===== config.mk =====
export PLATFORM = sky130hd
export DESIGN_NAME = shiftreg_tx
export DESIGN_NICKNAME = d
export VERILOG_FILES = /design/src/rtl/shiftreg_pkg.sv /design/src/rtl/sr_clk_gen.sv /design/src/rtl/shiftreg_tx.sv
export SDC_FILE = /design/constraint.sdc
export NUM_CORES = 1
export LEC_CHECK = 0
export BUFFER_PORTS_ARGS = -buffer_cell sky130_fd_sc_hd__buf_2
export CORE_ASPECT_RATIO = 0.6
export CORE_UTILIZATION = 48
export CTS_CLUSTER_SIZE = 25
export DETAILED_ROUTE_END_ITERATION = 7
export GPL_TIMING_DRIVEN = 0
export PLACE_DENSITY_LB_ADDON = 0.3
export SLEW_MARGIN = 30
export SYNTH_ARGS = -nofsm -noshare
export SYNTH_HDL_FRONTEND = slang
export SYNTH_SLANG_ARGS = --single-unit

===== constraint.sdc =====
create_clock -name clk -period 3 [get_ports clk]
set_clock_uncertainty 0.2 [all_clocks]
set_input_delay 0.45 -clock clk [delete_from_list [all_inputs] [get_ports clk]]
set_output_delay 0.45 -clock clk [all_outputs]
set_load 0.1 [all_outputs]

===== src/rtl/shiftreg_pkg.sv =====
// Shared definitions for the shift-register slice: FSM state codes and the
// on-chip register length used by both the transmit and the readback blocks.
package shiftreg_pkg;

    localparam int SR_WIDTH = 170;

    localparam logic [1:0] IDLE  = 2'd0;
    localparam logic [1:0] SHIFT = 2'd1;
    localparam logic [1:0] LOAD  = 2'd2;
    localparam logic [1:0] DONE  = 2'd3;

endpackage


===== src/rtl/sr_clk_gen.sv =====
// Phase counter for the serial shift clock: DIV cycles low, then DIV cycles high
// per bit; flags the last high cycle. Held cleared while enable is low.
module sr_clk_gen #(
    parameter int DIV = 2
) (
    input  logic clk,
    input  logic rst,
    input  logic enable,
    output logic phase,
    output logic bit_end
);

    localparam int CW = $clog2(DIV) + 1;
    localparam logic [CW-1:0] LOW_LAST  = CW'(DIV - 1);
    localparam logic [CW-1:0] HIGH_LAST = CW'(2 * DIV - 1);

    logic [CW-1:0] cnt_r;
    logic          phase_r;

    // Divider count and registered clk_sr level
    always_ff @(posedge clk or negedge rst) begin
        if (!rst) begin
            cnt_r   <= {CW{1'b0}};
            phase_r <= 1'b0;
        end else if (!enable) begin
            cnt_r   <= {CW{1'b0}};
            phase_r <= 1'b0;
        end else if (cnt_r == HIGH_LAST) begin
            cnt_r   <= {CW{1'b0}};
            phase_r <= 1'b0;
        end else begin
            cnt_r <= cnt_r + CW'(1);
            if (cnt_r == LOW_LAST) begin
                phase_r <= 1'b1;
            end
        end
    end

    assign phase   = phase_r;
    assign bit_end = enable & (cnt_r == HIGH_LAST);

endmodule


===== src/rtl/shiftreg_tx.sv =====
// Serial transmitter loading one WIDTH-bit word into the test chip's shift register.
// Define SHIFTREG_TX_LSB_FIRST_EN to send sh[0] first (default is MSB first).
module shiftreg_tx
    import shiftreg_pkg::*;
#(
    parameter int WIDTH    = SR_WIDTH,
    parameter int DIV      = 2,
    parameter int LOAD_CYC = 2
) (
    input  logic             clk,
    input  logic             rst,
    input  logic             start,
    input  logic [WIDTH-1:0] din,
    output logic             din_sr,
    output logic             clk_sr,
    output logic             load_sr,
    output logic             busy,
    output logic             done
);

    localparam int BCW = $clog2(WIDTH + 1);
    localparam int LCW = $clog2(LOAD_CYC + 1);

    logic [1:0]       state_r;
    logic [WIDTH-1:0] sh_r;
    logic [BCW-1:0]   bit_cnt_r;
    logic [LCW-1:0]   load_cnt_r;
    logic             din_sr_r;
    logic             load_sr_r;
    logic             busy_r;
    logic             done_r;
    logic             armed_r;
    logic             shift_en_s;
    logic             phase_s;
    logic             bit_end_s;
    logic [WIDTH-1:0] sh_next_s;

    function automatic logic tx_bit(input logic [WIDTH-1:0] w);
`ifdef SHIFTREG_TX_LSB_FIRST_EN
        return w[0];
`else
        return w[WIDTH-1];
`endif
    endfunction

    // Shadow word after one shift, with zero fill on the far end
    always_comb begin
`ifdef SHIFTREG_TX_LSB_FIRST_EN
        sh_next_s = {1'b0, sh_r[WIDTH-1:1]};
`else
        sh_next_s = {sh_r[WIDTH-2:0], 1'b0};
`endif
    end

    assign shift_en_s = (state_r == SHIFT);

    sr_clk_gen #(.DIV(DIV)) u_clk_gen (
        .clk     (clk),
        .rst     (rst),
        .enable  (shift_en_s),
        .phase   (phase_s),
        .bit_end (bit_end_s)
    );

    // Transfer FSM; armed_r blocks a start coinciding with reset release
    always_ff @(posedge clk or negedge rst) begin
        if (!rst) begin
            state_r    <= IDLE;
            sh_r       <= {WIDTH{1'b0}};
            bit_cnt_r  <= {BCW{1'b0}};
            load_cnt_r <= {LCW{1'b0}};
            din_sr_r   <= 1'b0;
            load_sr_r  <= 1'b0;
            busy_r     <= 1'b0;
            done_r     <= 1'b0;
            armed_r    <= 1'b0;
        end else begin
            armed_r <= 1'b1;
            case (state_r)
                IDLE: begin
                    done_r <= 1'b0;
                    if (start && armed_r) begin
                        sh_r      <= din;
                        bit_cnt_r <= BCW'(WIDTH);
                        din_sr_r  <= tx_bit(din);
                        busy_r    <= 1'b1;
                        state_r   <= SHIFT;
                    end
                end
                SHIFT: begin
                    if (bit_end_s) begin
                        sh_r      <= sh_next_s;
                        bit_cnt_r <= bit_cnt_r - BCW'(1);
                        if (bit_cnt_r == BCW'(1)) begin
                            din_sr_r   <= 1'b0;
                            load_sr_r  <= 1'b1;
                            load_cnt_r <= {LCW{1'b0}};
                            state_r    <= LOAD;
                        end else begin
                            din_sr_r <= tx_bit(sh_next_s);
                        end
                    end
                end
                LOAD: begin
                    if (load_cnt_r == LCW'(LOAD_CYC - 1)) begin
                        load_sr_r <= 1'b0;
                        busy_r    <= 1'b0;
                        done_r    <= 1'b1;
                        state_r   <= DONE;
                    end else begin
                        load_cnt_r <= load_cnt_r + LCW'(1);
                    end
                end
                DONE: begin
                    done_r  <= 1'b0;
                    state_r <= IDLE;
                end
                default: begin
                    din_sr_r  <= 1'b0;
                    load_sr_r <= 1'b0;
                    busy_r    <= 1'b0;
                    done_r    <= 1'b0;
                    state_r   <= IDLE;
                end
            endcase
        end
    end

    assign din_sr  = din_sr_r;
    assign clk_sr  = phase_s;
    assign load_sr = load_sr_r;
    assign busy    = busy_r;
    assign done    = done_r;

endmodule


# After elaboration in Yosys (flattened, before gate mapping)
# Index checks and enable logic that the tools add are counted.
# Widths: inputs -> output; s select.
[word_totals] reg_bits=189 latchBits=0 ram_bits=0 romBits=0 in_bits=173 out_inout_bits=5 elab_cells=73 memories=0
[classes] addsub=3 multipliers=0 div_mod_pow=0 magnitude_cmp=0 n_eq_ne=13 n_shift=0 n_mux=32 n_bitwise=1 reduce_logical=13
[ops] op="$mux 169" n=2
[ops] op="$pmux 169 s2" n=1
[ops] op="$mux 2" n=9
[ops] op="$mux 8" n=2
[ops] op="$pmux 8 s2" n=1
[ops] op="$reduce_and 4->1" n=3
[ops] op="$mux 1" n=11
[ops] op="$ne 2x2->1 const B" n=5
[ops] op="$eq 8x1->1 const B" n=1
[ops] op="$pmux 1 s2" n=4
[ops] op="$pmux 2 s4" n=1
[ops] op="$reduce_bool 2->1" n=4
[ops] op="$sub 8x1->8 const B" n=1
[ops] op="$eq 2x1->1 const B" n=3
[ops] op="$eq 2x2->1 const B" n=3
[ops] op="$reduce_and 3->1" n=2
[ops] op="$add 2x1->2 const B" n=2
[ops] op="$pmux 2 s2" n=1
[ops] op="$ne 3x3->1 const B" n=1
[ops] op="$logic_not 2->1" n=1
[ops] op="$reduce_and 2->1" n=1
[ops] op="$reduce_or 2->1" n=1
[ops] op="$and 1x1->1" n=1
[ops] op="$logic_and 1x1->1" n=1

# Longest topological paths before layout
[logic_depth] word_depth=4 depth_mapped=12 mapped_depth_nobuf=6

# Hierarchy
# From an unflattened synthesis, not the netlist that was laid out.
[hier_totals] cells_unflattened=852 area_unflattened_um2=8795.9
[modules_own_cells] module="shiftreg_tx" instances=1 cells_each=842 area_per_inst_um2=8655.8 seq_area_each_um2=4654.5
[modules_own_cells] module="sr_clk_gen" instances=1 cells_each=10 area_per_inst_um2=140.1 seq_area_each_um2=75.1

# Worst setup path after synthesis
# Ideal clock, no wire load.
[synth_path] path_kind="reg-to-reg" from="reg state_r[1]" to="reg sh_r[163]" setup_ns=0.136 arrival_ns=1.866 required_ns=2.664 setup_slack_ns=0.799 path_stages_with_launch=13 n_path_buf=6 period_less_slack_ns=2.201 path_cell_list="dfrtp_1 > inv_1 > ha_1 > buf_4 > mux2i_2 > or2_1 > buf_4 > buf_6 > buf_6 > buf_8 > buf_6 > nand2_1 > o21ai_0"
[synth_between] elab_chain_cells=4 word_cells_on_any_way=8 cone_classes="eq/ne (3); mux (1); bitwise (1); reduce/logical (3)"
[synth_rtl] item="from (decl)" line="shiftreg_tx.sv:24" source="logic [1:0] state_r;"
[synth_rtl] item="from (signal assigned)" line="shiftreg_tx.sv:68" source="state_r <= IDLE;"
[synth_rtl] item="from (signal assigned)" line="shiftreg_tx.sv:87" source="state_r <= SHIFT;"
[synth_rtl] item="from (signal assigned)" line="shiftreg_tx.sv:98" source="state_r <= LOAD;"
[synth_rtl] item="$eq 2x1->1" line="shiftreg_tx.sv:55, shiftreg_tx.sv:79"
[synth_rtl] item="$and 1x1->1" line="sr_clk_gen.sv:40" source="assign bit_end = enable & (cnt_r == HIGH_LAST);"
[synth_rtl] item="$ne 2x2->1 (no line)"
[synth_rtl] item="$reduce_and 3->1 (no line)"
[synth_rtl] item="to (signal assigned)" line="shiftreg_tx.sv:69" source="sh_r <= {WIDTH{1'b0}};"
[synth_rtl] item="to (signal assigned)" line="shiftreg_tx.sv:83" source="sh_r <= din;"
[synth_rtl] item="to (signal assigned)" line="shiftreg_tx.sv:92" source="sh_r <= sh_next_s;"
[synth_rtl] item="to (decl)" line="shiftreg_tx.sv:25" source="logic [WIDTH-1:0] sh_r;"
# Several ways; a longest one is shown, not always the timed one.
# A chain may end at the register's enable or synchronous reset.

# Worst setup path in the final report
[layout_path] from="reg state_r[1]" to="reg sh_r[23]"
# The elaborated chain is that of the path after synthesis.

==> run_results.csv <==
group,metric,value,unit
worst_setup_path,critPathTopFamily,"buffers and inverters",
synth,ys.warnings.count,0,
synth,post_synth_num_cell_types,39,
synth,async_reset_ff_share,100,%
synth,synth_area_leaders,"dfrtp_1 (54%), mux2i_1 (19%), o21ai_0 (8.4%)",
worst_setup_path,crit_required,3140,ps
synth,yosysTopAreaCell,"dfrtp_1",
timing,tightest_slew,754,ps
cts,clk_pin_slew,70,ps
die,dieArea,19000,sq um
final_layout,synthToLayoutAreaGrowth,20.6,%
run,drv_cap,0,
timing,fin_crit_sh,87.1,%
worst_setup_path,crit_type,"reg2reg",
timing,whs,90.6,ps
die,ioPinCount,178,
die,die_h,107,um
routing,route.detailed.drc,0,
timing,slew_violations,0,
power_and_ir_drop,vdd_drop_max,0.000380,V
worst_setup_path,worst_ep_arrival_time,2750,ps
worst_setup_path,slowest_stage,"dfrtp_1",
global_routing,grt_pass1_wl,33500,um
timing,maxSlewHeadroom,49.7,%
final_layout,finish.utilization,59.2,%
worst_setup_path,r2r-end,"sh_r[23]",
power_and_ir_drop,seqPwrFrac,52.2,%
power_and_ir_drop,p_sw_share,23.0,%
cts,clock_latency,430,ps
cts,postCtsSetupRepairBufs,0,
worst_setup_path,r2r_cells,12,
synth,synth_common_cells,"dfrtp_1 (189), nand2_1 (179), mux2i_1 (168)",
place,pre_cts_slack,380,ps
routing,postRouteAntennaNets,0,
worst_setup_path,slowest_delay,390,ps
final_layout,nets,1231,
global_routing,gr-total-overflow,0,
power_and_ir_drop,p_comb_share,6.4,%
synth,syn_nets,1032,
timing,fmax,383,MHz
hold_path,min_path_cells,3,
worst_setup_path,critPathLaunchType,"register",
routing,dr_wl_met2,8530,um
power_and_ir_drop,p_leak,0.00618,uW
routing,route.vias.total,6808,
place,hpwl,14500,um
timing,layout_setup_ws,388,ps
synth,synth_top_area_share,53.5,%
synth,yosysMostFrequentCell,"dfrtp_1",
worst_setup_path,r2r_start,"state_r[1]",
global_routing,grt_max_degree,86,
die,die_w,177,um
cts,cts_tree,"done",
synth,netlist_area,8840,sq um
synth,avgSynthCellArea,10.4,sq um
worst_setup_path,critPathLaunch,"state_r[1]",
global_routing,grt_antenna_before_repair,4,
synth,synth_edf_count,0,
die,coreArea,18000,sq um
worst_setup_path,crit_fanout,10,
cts,cts_buffers,17,
power_and_ir_drop,p_int,4010,uW
worst_setup_path,crit_top_cell,"buf_6",
worst_setup_path,rrSetupSlack,390,ps
hold_path,min_path_type,"in2reg",
cts,root_buffer,"clkbuf_16",
power_and_ir_drop,p_switching,1200,uW
synth,synth_cells,850,
routing,firstDrtPassIters,5,
cts,cts_buffer_depth,2,
worst_setup_path,cp_num_cells,12,
synth,ys_ff_latch,189,
die,floorplan.initialDensity,49.0,%
routing,top_layer_used,"met5",
timing,fin_crit,2610,ps
routing,routedWlPerCell,15.7,um
routing,via_per_inst,5.22,
outcome,status,"complete, no violations",
place,gp_congestion,0.847,
routing,wl_met3,1040,um
power_and_ir_drop,power_density,488,nW/um^2
routing,wl,20500,um
synth,synth_ff_type,"dfrtp_1",
cts,htree_levels,4,
worst_setup_path,cp-endpoint,"sh_r[23]",
routing,first_iter_violations,483,
timing,final_hold_viol_count,0,
die,core.rowCount,38,
final_layout,layout-drive-gt1-share,22.4,%
cts,clock-sinks,189,
final_layout,fillers,1562,
global_routing,grt.total_usage,22.8,%
timing,grt_setup_unrepaired,"false",
worst_setup_path,cp-end-kind,"register",
routing,met1_length,10600,um
timing,finalSetupViolCount,0,
synth,synth.yosys.seq_area_share,53.5,%
place,port_buffers,177,
worst_setup_path,path_cells,"inv_1, ha_1, buf_4, mux2i_2, or2_1, buf_4, buf_6, buf_6, buf_8, buf_6, nand2_1, o21ai_0",
global_routing,grt_pass1_vias,6636,
worst_setup_path,crit_buf_inv,7,
power_and_ir_drop,p_clk_share,41.4,%
worst min-delay path by stage:
stage,from,endpoint,slack (ps)
after floorplan,rst,armed_r,-50
after global placement,u_clk_gen.cnt_r[0],u_clk_gen.cnt_r[0],260
after detailed placement,rst,sh_r[20],130
after CTS,din[12],sh_r[12],70
after global routing,din[14],sh_r[14],80
final,din[14],sh_r[14],90
cells in the final DEF (no fill, tap or decap), types with 3 or more instances in the layout:
| cell type | netlist | final |
|---|---|---|
| xnor2_1 | 4 | 4 |
| nand2_1 | 179 | 179 |
| clkinvlp_4 | 0 | 3 |
| nand2b_1 | 3 | 3 |
| clkbuf_1 | 34 | 37 |
| inv_1 | 8 | 8 |
| diode_2 | 0 | 3 |
| mux2i_1 | 168 | 168 |
| buf_6 | 11 | 11 |
| clkbuf_16 | 0 | 17 |
| nand3_1 | 6 | 6 |
| clkinv_2 | 0 | 4 |
| o21ai_0 | 149 | 149 |
| buf_2 | 11 | 187 |
| ha_1 | 9 | 9 |
| dfrtp_1 | 189 | 189 |
| nor2_1 | 16 | 16 |
| nor4_1 | 3 | 3 |
| a21oi_1 | 3 | 3 |
| o21ai_1 | 26 | 26 |
area by class of cell:
cell class,count,area (sq um),share of cell area (%)
multi-input combinational,593,3740,35.1
clock buffer,22,464,4.35
inverter,8,30.0,0.282
buffer,60,340,3.19
sequential,189,4730,44.4
tap,240,300,2.82
timing repair buffer,180,961,9.01
clock inverter,10,90.1,0.845
antenna,3,7.51,0.0704
layer usage:
| layer | global-route usage, % | vias up |
|---|---|---|
| li1 | - | 3344 |
| met1 | 34.5 | 3268 |
| met2 | 31.2 | 167 |
| met4 | 7.76 | 2 |
| met3 | 5.85 | 27 |
| met5 | 0 | - |
cells by family (layout without fill, tap and decap cells):
| kind of cell | Yosys count | after routing | synth area share, % |
|---|---|---|---|
| buffers and inverters | 68 | 280 | 4.19 |
| muxes | 171 | 171 | 19.4 |
| AOI/OAI and AO/OA | 191 | 191 | 11.3 |
| and+or+nand+nor | 217 | 217 | 9.80 |
| xor gates and xnor gates | 4 | 4 | 0.396 |
| DFF | 189 | 189 | 53.5 |
| adders and majority gates | 9 | 9 | 1.27 |
| other | 1 | 4 | 0.0424 |
state kept, by name (all words and copies together) (netlist names), 2 cells and up:
name             cells
sh_r               169
load_cnt_r           2
state_r              2
bit_cnt_r            8
u_clk_gen.cnt_r      2
power groups by stage:
stage	Clock (uW)	Combinational (uW)	Sequential, uW
finish	2160	333	2720
global placement	0	314	2760
CTS	2210	339	2720
detailed placement	0	337	2760
floorplan	0	126	2750
global route	2320	384	2730
through the flow:
step,TNS (ps),std cells,instance area [sq um],power (uW)
after floorplan,0,850,8840,2880
after global placement,-359850,1267,10000,3070
after detailed placement,0,1269,10100,3100
after CTS,0,1302,10700,5260
after global routing,0,1305,10700,5440
final,0,1305,10700,5210
worst register-to-register path, delay by kind of cell, from the launching register on:
kind | cells | cell delay (ps)
compound gates | 1 | 80
mux | 1 | 370
flops | 1 | 390
buf+inv | 7 | 1110
simple gates | 2 | 210
fa+ha+maj | 1 | 150
what timing repair did:
| action | in CTS | in global routing |
|---|---|---|
| gates resized for setup | 0 | 0 |
| endpoints found under the setup margin | 0 | 0 |
| endpoints found under the hold margin | 28 | 0 |
| hold buffers | 1 | 0 |
(Power assumes the default switching activity.)
